==> src/rtl/ps2_scancode_fifo.sv <==
// PS/2 keyboard receiver: pin synchronisers, 11-bit frame deframer with error checks,
// E0/F0 prefix assembly into 32-bit codes, and a show-ahead FIFO towards the CPU.
module ps2_scancode_fifo #(
    parameter int DEPTH        = 8,
    parameter int SYNC_STAGES  = 2,
    parameter int TIMEOUT_BITS = 20,
    parameter int CHECK_PARITY = 1
) (
    input  logic                       clk,
    input  logic                       reset_n,
    input  logic                       ps2_clk,
    input  logic                       ps2_data,
    output logic [31:0]                code_data,
    output logic                       code_valid,
    input  logic                       code_ready,
    output logic                       is_break,
    output logic [31:0]                last_code,
    output logic [$clog2(DEPTH+1)-1:0] fifo_count,
    output logic                       overflow,
    output logic                       frame_err,
    input  logic                       err_clr
);

    localparam int AW = $clog2(DEPTH);
    localparam int CW = $clog2(DEPTH+1);

    // ------------------------------------------------------------------
    // Pin synchronisers and falling-edge detect on the PS/2 clock
    // ------------------------------------------------------------------
    logic [SYNC_STAGES-1:0] clk_sync;
    logic [SYNC_STAGES-1:0] data_sync;
    logic                   clk_prev;
    logic                   clk_s;
    logic                   data_s;
    logic                   fall;

    assign clk_s  = clk_sync[SYNC_STAGES-1];
    assign data_s = data_sync[SYNC_STAGES-1];
    assign fall   = clk_prev & ~clk_s;

    // Idle PS/2 lines are high, so the chain resets to 1 to avoid a false edge.
    always_ff @(posedge clk or negedge reset_n) begin
        if (!reset_n) begin
            clk_sync  <= '1;
            data_sync <= '1;
            clk_prev  <= 1'b1;
        end else begin
            clk_sync  <= {clk_sync[SYNC_STAGES-2:0], ps2_clk};
            data_sync <= {data_sync[SYNC_STAGES-2:0], ps2_data};
            clk_prev  <= clk_s;
        end
    end

    // ------------------------------------------------------------------
    // Deframer: shift LSB-first, count bits, abort stalled partial frames
    // ------------------------------------------------------------------
    logic [10:0]             bits;
    logic [3:0]              bit_cnt;
    logic [TIMEOUT_BITS-1:0] tmo_cnt;
    logic                    frame_end;
    logic                    timeout;
    logic                    parity_ok;
    logic                    frame_ok;
    logic [7:0]              rx_byte;
    logic                    is_prefix;

    assign frame_end = (bit_cnt == 4'd11);
    assign timeout   = tmo_cnt[TIMEOUT_BITS-1];
    assign parity_ok = (CHECK_PARITY == 0) || (^bits[9:1]);
    assign frame_ok  = ~bits[0] & bits[10] & parity_ok;
    assign rx_byte   = bits[8:1];
    assign is_prefix = (rx_byte == 8'hE0) || (rx_byte == 8'hF0);

    // The timeout measures the gap since the last edge, so each edge restarts it.
    always_ff @(posedge clk or negedge reset_n) begin
        if (!reset_n) begin
            bits    <= '0;
            bit_cnt <= '0;
            tmo_cnt <= '0;
        end else if (frame_end || timeout) begin
            bit_cnt <= '0;
            tmo_cnt <= '0;
        end else if (fall) begin
            bits    <= {data_s, bits[10:1]};
            bit_cnt <= bit_cnt + 4'd1;
            tmo_cnt <= '0;
        end else if (bit_cnt != 4'd0) begin
            tmo_cnt <= tmo_cnt + TIMEOUT_BITS'(1);
        end else begin
            tmo_cnt <= '0;
        end
    end

    // ------------------------------------------------------------------
    // Prefix assembly
    // ------------------------------------------------------------------
    logic [23:0] prefix;
    logic        push;
    logic [31:0] push_code;
    logic        frame_bad;

    assign push      = frame_end & frame_ok & ~is_prefix;
    assign push_code = {prefix, rx_byte};
    assign frame_bad = frame_end & ~frame_ok;

    always_ff @(posedge clk or negedge reset_n) begin
        if (!reset_n) begin
            prefix <= '0;
        end else if (frame_end) begin
            if (frame_ok && is_prefix) prefix <= {prefix[15:0], rx_byte};
            else                       prefix <= '0;
        end else if (timeout) begin
            prefix <= '0;
        end
    end

    // ------------------------------------------------------------------
    // Show-ahead FIFO
    // ------------------------------------------------------------------
    logic [31:0]   mem [DEPTH];
    logic [AW-1:0] wr_ptr;
    logic [AW-1:0] rd_ptr;
    logic [CW-1:0] count;
    logic          full;
    logic          pop;
    logic          wr_en;
    logic          ovf_set;

    assign full    = (count == CW'(DEPTH));
    assign pop     = code_valid & code_ready;
    assign wr_en   = push & (~full | pop);
    assign ovf_set = push & full & ~pop;

    // NOTE: storage has no reset; occupancy is tracked by count and the head is masked when empty.
    always_ff @(posedge clk) begin
        if (wr_en) mem[wr_ptr] <= push_code;
    end

    always_ff @(posedge clk or negedge reset_n) begin
        if (!reset_n) begin
            wr_ptr <= '0;
            rd_ptr <= '0;
            count  <= '0;
        end else begin
            if (wr_en) wr_ptr <= wr_ptr + AW'(1);
            if (pop)   rd_ptr <= rd_ptr + AW'(1);
            case ({wr_en, pop})
                2'b10:   count <= count + CW'(1);
                2'b01:   count <= count - CW'(1);
                default: count <= count;
            endcase
        end
    end

    // ------------------------------------------------------------------
    // Legacy register and sticky error flags (a set beats a clear)
    // ------------------------------------------------------------------
    always_ff @(posedge clk or negedge reset_n) begin
        if (!reset_n) begin
            last_code <= '0;
            overflow  <= 1'b0;
            frame_err <= 1'b0;
        end else begin
            if (push) last_code <= push_code;
            overflow  <= (overflow  & ~err_clr) | ovf_set;
            frame_err <= (frame_err & ~err_clr) | frame_bad;
        end
    end

    assign code_valid = (count != '0);
    assign code_data  = code_valid ? mem[rd_ptr] : '0;
    assign is_break   = (code_data[15:8] == 8'hF0);
    assign fifo_count = count;

endmodule
==> config.mk <==
export PLATFORM = sky130hd
export DESIGN_NAME = ps2_scancode_fifo
export DESIGN_NICKNAME = d
export VERILOG_FILES = /design/src/rtl/ps2_scancode_fifo.sv
export SDC_FILE = /design/constraint.sdc
export NUM_CORES = 1
export LEC_CHECK = 0
export CAP_MARGIN = 20
export CORE_MARGIN = 3
export CORE_UTILIZATION = 64
export CTS_CLUSTER_SIZE = 30
export DETAILED_ROUTE_END_ITERATION = 8
export PLACE_DENSITY_LB_ADDON = 0.1
export SKIP_CTS_REPAIR_TIMING = 1
export SLEW_MARGIN = 40
export SYNTH_ARGS = -nofsm -noshare
export SYNTH_HDL_FRONTEND = slang
export SYNTH_SLANG_ARGS = --single-unit
==> constraint.sdc <==
create_clock -name clk -period 8.75 [get_ports clk]
set_input_delay 1.75 -clock clk [delete_from_list [all_inputs] [get_ports clk]]
set_output_delay 1.75 -clock clk [all_outputs]
set_load 0.03 [all_outputs]
After elaboration in Yosys (flattened, before gate mapping)
Memory sizes are Yosys's and may differ from the RTL's.
Index checks and enable logic that the tools add are counted.
{"block": "word_totals", "latchBits": 0, "ram_bits": 256, "output_inout_bits": 72, "in_bits": 6, "mem_count": 1, "ff_bits": 108, "wordCells": 72, "romBits": 0}
{"block": "op_classes", "n_div": 0, "n_mul": 0, "n_mux": 12, "n_addsub": 6, "eq_ne": 7, "n_shift": 0, "reduce_logical": 10, "n_bitwise": 23, "n_lt_le_gt_ge": 0}
{"memory": "mem", "depth": 8, "word_bits": 32, "rd": 1, "rd_clocked_by_memory_dff": 0, "write_ports": 1, "line": "120", "text": "logic [31:0] mem [DEPTH];"}
{"op": "24-bit two-way mux", "count": 3}
{"op": "20-bit two-way mux", "count": 3}
{"op": "32-bit two-way mux", "count": 1}
{"op": "8-bit equality test (second input constant)", "count": 3}
{"op": "20-bit by 1-bit adder with 20-bit output (second input constant)", "count": 1}
{"op": "1-bit AND", "count": 12}
{"op": "9-bit XOR reduction", "count": 1}
{"op": "4-bit by 1-bit adder with 4-bit output (second input constant)", "count": 2}
{"op": "4-bit equality test (second input constant)", "count": 2}
{"op": "4-bit two-way mux", "count": 2}
{"op": "1-bit inverter", "count": 8}
{"op": "4-bit case mux with 2 select lines", "count": 1}
{"op": "4-bit nonzero test", "count": 2}
{"op": "3-bit by 1-bit adder with 3-bit output (second input constant)", "count": 2}
{"op": "2-bit nonzero test", "count": 3}
{"op": "4-bit by 1-bit subtractor with 4-bit output (second input constant)", "count": 1}
{"op": "1-bit OR", "count": 3}
{"op": "2-bit by 1-bit equality test with 1-bit output (second input constant)", "count": 1}
{"op": "2-bit equality test (second input constant)", "count": 1}
{"op": "1-bit logical OR", "count": 2}
{"op": "1-bit two-way mux", "count": 2}
{"op": "2-bit AND reduction", "count": 1}
{"op": "1-bit logical AND", "count": 1}

Depth between registers and ports, before layout
{"block": "depth", "depth_word": 8, "mapped_depth": 14, "ltp_nobuf": 13}

Worst setup path before layout
No wires, ideal clock.
{"block": "synth_timing", "path_type": "input port to flip-flop", "start": "input port code_ready", "end": "memory mem[2][0] (enable)", "path_buffers": 1, "stages": 5, "path_slack_ns": 3.563, "required_time_ns": 8.282, "arrival_ns": 4.720, "setup_time_ns": 0.468, "cell_sequence": "nand3b_1 -> and4b_1 -> buf_6 -> nand2b_1 -> nor3b_1"}
{"block": "synth_between", "elab_chain_cells": 5}
{"element": "start, declared", "line": "15", "text": "input logic code_ready,"}
{"element": "1-bit AND", "line": "130", "text": "assign pop = code_valid & code_ready;"}
{"element": "1-bit OR", "line": "131", "text": "assign wr_en = push & (~full | pop);"}
{"element": "1-bit AND", "line": "131"}
{"element": "1-bit two-way mux", "line": "136", "text": "if (wr_en) mem[wr_ptr] <= push_code;"}
{"element": "1-bit two-way mux (not written as such)", "line": "136"}
{"element": "end, declared", "line": "120"}
No other way between the ends.

Worst setup path after layout
{"block": "layout_timing", "start": "register rd_ptr[0]", "end": "output port code_data[4]"}
{"block": "layout_between", "elab_chain_cells": 2}
{"element": "start, declared", "line": "122", "text": "logic [AW-1:0] rd_ptr;"}
{"element": "start signal, assigned", "line": "146", "text": "if (pop) rd_ptr <= rd_ptr + AW'(1);"}
{"element": "memory 8 x 32 bit"}
{"element": "32-bit two-way mux", "line": "171", "text": "assign code_data = code_valid ? mem[rd_ptr] : '0;"}
{"element": "end, declared", "line": "13", "text": "output logic [31:0] code_data,"}
No other way between the ends.

==> metrics.cfg <==
[routing]
wl_per_cell_um=24.38
ant_nets=0
first_pass_iters=4
drcViolationCount=0
routed-via-count=7419
drtIter0Drc=690
totalWireLength_um=28890
avgViaCountPerCell=6.261

[critical_path]
crit_path_max_incr_delay_ns=0.84
crit_path_top_delay_cell=dfrtp_4
crit_family=buffers and inverters
worstPathMaxFanout=34
crit_arrival_ns=3.62
cp_num_buf_inv=2
critPathCaptureType=primary output
crit_chain=buf_4 -> mux4_2 -> mux2i_1 -> nor2_1 -> clkdlybuf4s50_1
startpoint_type=register
crit_type=register to primary output
required_ns=7.00

[synth]
syn_avg_cell_area_um2=18.31
synth_warnings=0
ys_types=46
async_flop_share=0.2967
synth_nets=802
netlist_area_um2=14340
synth-edff-count=256
synth_ff_type=edfxtp_1
yosysSeqAreaShare=0.7250
synth_cells=783
ys_ff_latch=364

[power_and_ir_drop]
internal-power_mw=3.669
vdd_drop_max_v=0.0002600
powerDensity_nw_per_um2=318.3
sw_frac_of_total=0.3095
pwr-share-seq=0.408
switching_power_mw=1.645
p_comb_frac=0.292
clkPwrFrac=0.301
p_leak_nw=6.204

[floorplanning]
core_area_um2=21890
dieArea_um2=24240
placementRows=54
chipHeight_um=155.7
start_util=0.6551
die_w_um=155.7
pin_count=78

[sta]
fin_skew_ns=0.01864
rsz0062_at_grt=false
slew-limit-headroom=0.4745
slew_viol_final=0
finalSetupViolCount=0
period_needed_ns=5.368
worst_pin_slew_ns=0.7839
setup_tns_ns=0
clock.fmax_mhz=186.3
hold_viol_final=0
finalCritPeriodShare=0.6135

[clock_network]
clkTransAtPathRegs_ns=0.06
htree_levels=2
ctsRootBufferMaster=clkbuf_16
cts_sinks=364
numCtsBuffers=36
cts.path.max_buffers=3
clk_latency_ns=0.52
cts_tree=yes

[final_layout]
diodes=0
finalNetCount=896
area_growth_pct=16.43
drive_gt1_frac=0.2199
nFillCells=1224
register_area_um2=10400
final_core_util=0.7627
multi_input_comb_area_um2=3742

[worst_hold_path]
hold_path.class=register to register

[outcome]
outcome=finished, final reports clean

[global_route]
antenna_found_initial=0
gr-usage-all-layers=0.2477
overflow=0
grt_max_degree=64
first_global_vias=7860
grt_pass1_wl_um=45320

[job]
max_cap_viol_count=0

[placement]
gp_congestion=0.7939
io_buffers=77
dp_hpwl_um=16780

==> cell usage in the layout, fill, tap and decap left out, types with 10 or more instances in the layout <==
cell type | Yosys | routed
ha_1 | 12 | 12
clkbuf_8 | 0 | 10
clkdlybuf4s50_1 | 0 | 76
inv_1 | 14 | 14
a22o_1 | 24 | 24
mux2i_1 | 32 | 32
clkbuf_16 | 0 | 37
xor2_1 | 12 | 12
nand3_1 | 10 | 10
o21ai_0 | 10 | 10
xnor2_1 | 15 | 15
buf_4 | 5 | 15
nor2_1 | 61 | 59
nand2_1 | 32 | 32
mux2_2 | 34 | 34
dfrtp_1 | 103 | 100
edfxtp_1 | 256 | 256
mux4_2 | 64 | 64
==> final cells by class <==
type | count | share of cell area
sequential | 364 | 0.6231
clock inverter | 16 | 0.01132
clock buffer | 50 | 0.06437
tap | 280 | 0.02098
timing repair buffer | 92 | 0.05298
inverter | 14 | 0.003147
multi-input combinational | 369 | 0.2241
==> cells in the mapped netlist (all sizes together) (3+ instances only) <==
| library cell | instances | area share |
|---|---|---|
| dfrtp | 103 | 0.18 |
| inv | 14 | 0.0037 |
| ha | 12 | 0.010 |
| nand2 | 32 | 0.0084 |
| nand3 | 10 | 0.0035 |
| dfstp | 5 | 0.0092 |
| nor2 | 61 | 0.016 |
| xnor2 | 16 | 0.010 |
| mux2 | 35 | 0.027 |
| and3 | 3 | 0.0013 |
| a22o | 24 | 0.015 |
| mux2i | 33 | 0.024 |
| nand4 | 5 | 0.0022 |
| and2 | 3 | 0.0013 |
| clkbuf | 12 | 0.0031 |
| o21ai | 11 | 0.0038 |
| mux4 | 64 | 0.10 |
| buf | 24 | 0.011 |
| nor3 | 9 | 0.0031 |
| xor2 | 12 | 0.0073 |
| nand3b | 3 | 0.0024 |
| a21oi | 6 | 0.0021 |
| nor3b | 4 | 0.0021 |
| nor4 | 4 | 0.0038 |
| edfxtp | 256 | 0.54 |
| nand2b | 6 | 0.0026 |
==> through the flow <==
stage	std cells	hold slack (ns)	cell area (um2)	setup WS, ns	total power [mW]
floorplan	783	0.3452	14340	3.563	3.226
global placement	1118	0.3483	15410	3.905	3.703
detailed placement	1119	0.3481	15430	3.926	3.754
CTS	1185	0.3604	16690	3.322	5.359
global route	1185	0.3628	16700	3.152	5.539
finish	1185	0.3593	16700	3.382	5.314
==> registers in the layout, indices dropped and copies added, names as in the netlist, 3 cells and up <==
name,count
wr_ptr,3
bits,11
last_code,32
bit_cnt,4
prefix,24
mem,256
tmo_cnt,20
rd_ptr,3
fifo_count,4
==> path summary, 6_finish.rpt <==
path	start	end	slack [ns]	cells past startpoint
min reg2reg	clk_sync[0]$_DFF_PN1_	clk_sync[1]$_DFF_PN1_	0.36	0
min	clk_sync[0]$_DFF_PN1_	clk_sync[1]$_DFF_PN1_	0.36	0
min in group asynchronous	reset_n	last_code[0]$_DFFE_PN0P_	1.23	1
max reg2reg	bits[5]$_DFFE_PN0P_	fifo_count[3]$_DFFE_PN0P_	4.72	13
max	rd_ptr[0]$_DFFE_PN0P_	code_data[4]	3.38	5
max in group asynchronous	reset_n	rd_ptr[0]$_DFFE_PN0P_	6.47	2
==> cell families (layout without fill, tap and decap cells) <==
kind of cell | Yosys count | in the layout | synth area share
AOI/OAI and AO/OA | 47 | 47 | 0.02356
xor gates and xnor gates | 29 | 29 | 0.01920
adders and majority gates | 13 | 13 | 0.01187
buffers and inverters | 50 | 172 | 0.01745
DFF | 364 | 364 | 0.7250
muxes | 132 | 132 | 0.1519
and+or+nand+nor | 148 | 148 | 0.05104
==> per-layer routing <==
metal / up-vias / wire [um] / track usage
met5: - / 0 / 0
met4: 0 / 709 / 0.07753
met1: 3873 / 11430 / 0.3408
met2: 272 / 14970 / 0.4134
li1: 3213 / - / -
met3: 61 / 1772 / 0.04577
==> power groups by stage <==
stage,clock network (mW),logic [mW],registers (mW)
2_1_floorplan,0,1.11,2.12
3_3_place_gp,0,1.52,2.19
3_5_place_dp,0,1.55,2.20
4_1_cts,1.62,1.57,2.17
5_1_grt,1.69,1.66,2.19
6_report,1.60,1.55,2.17
(Power assumes the default switching activity.)
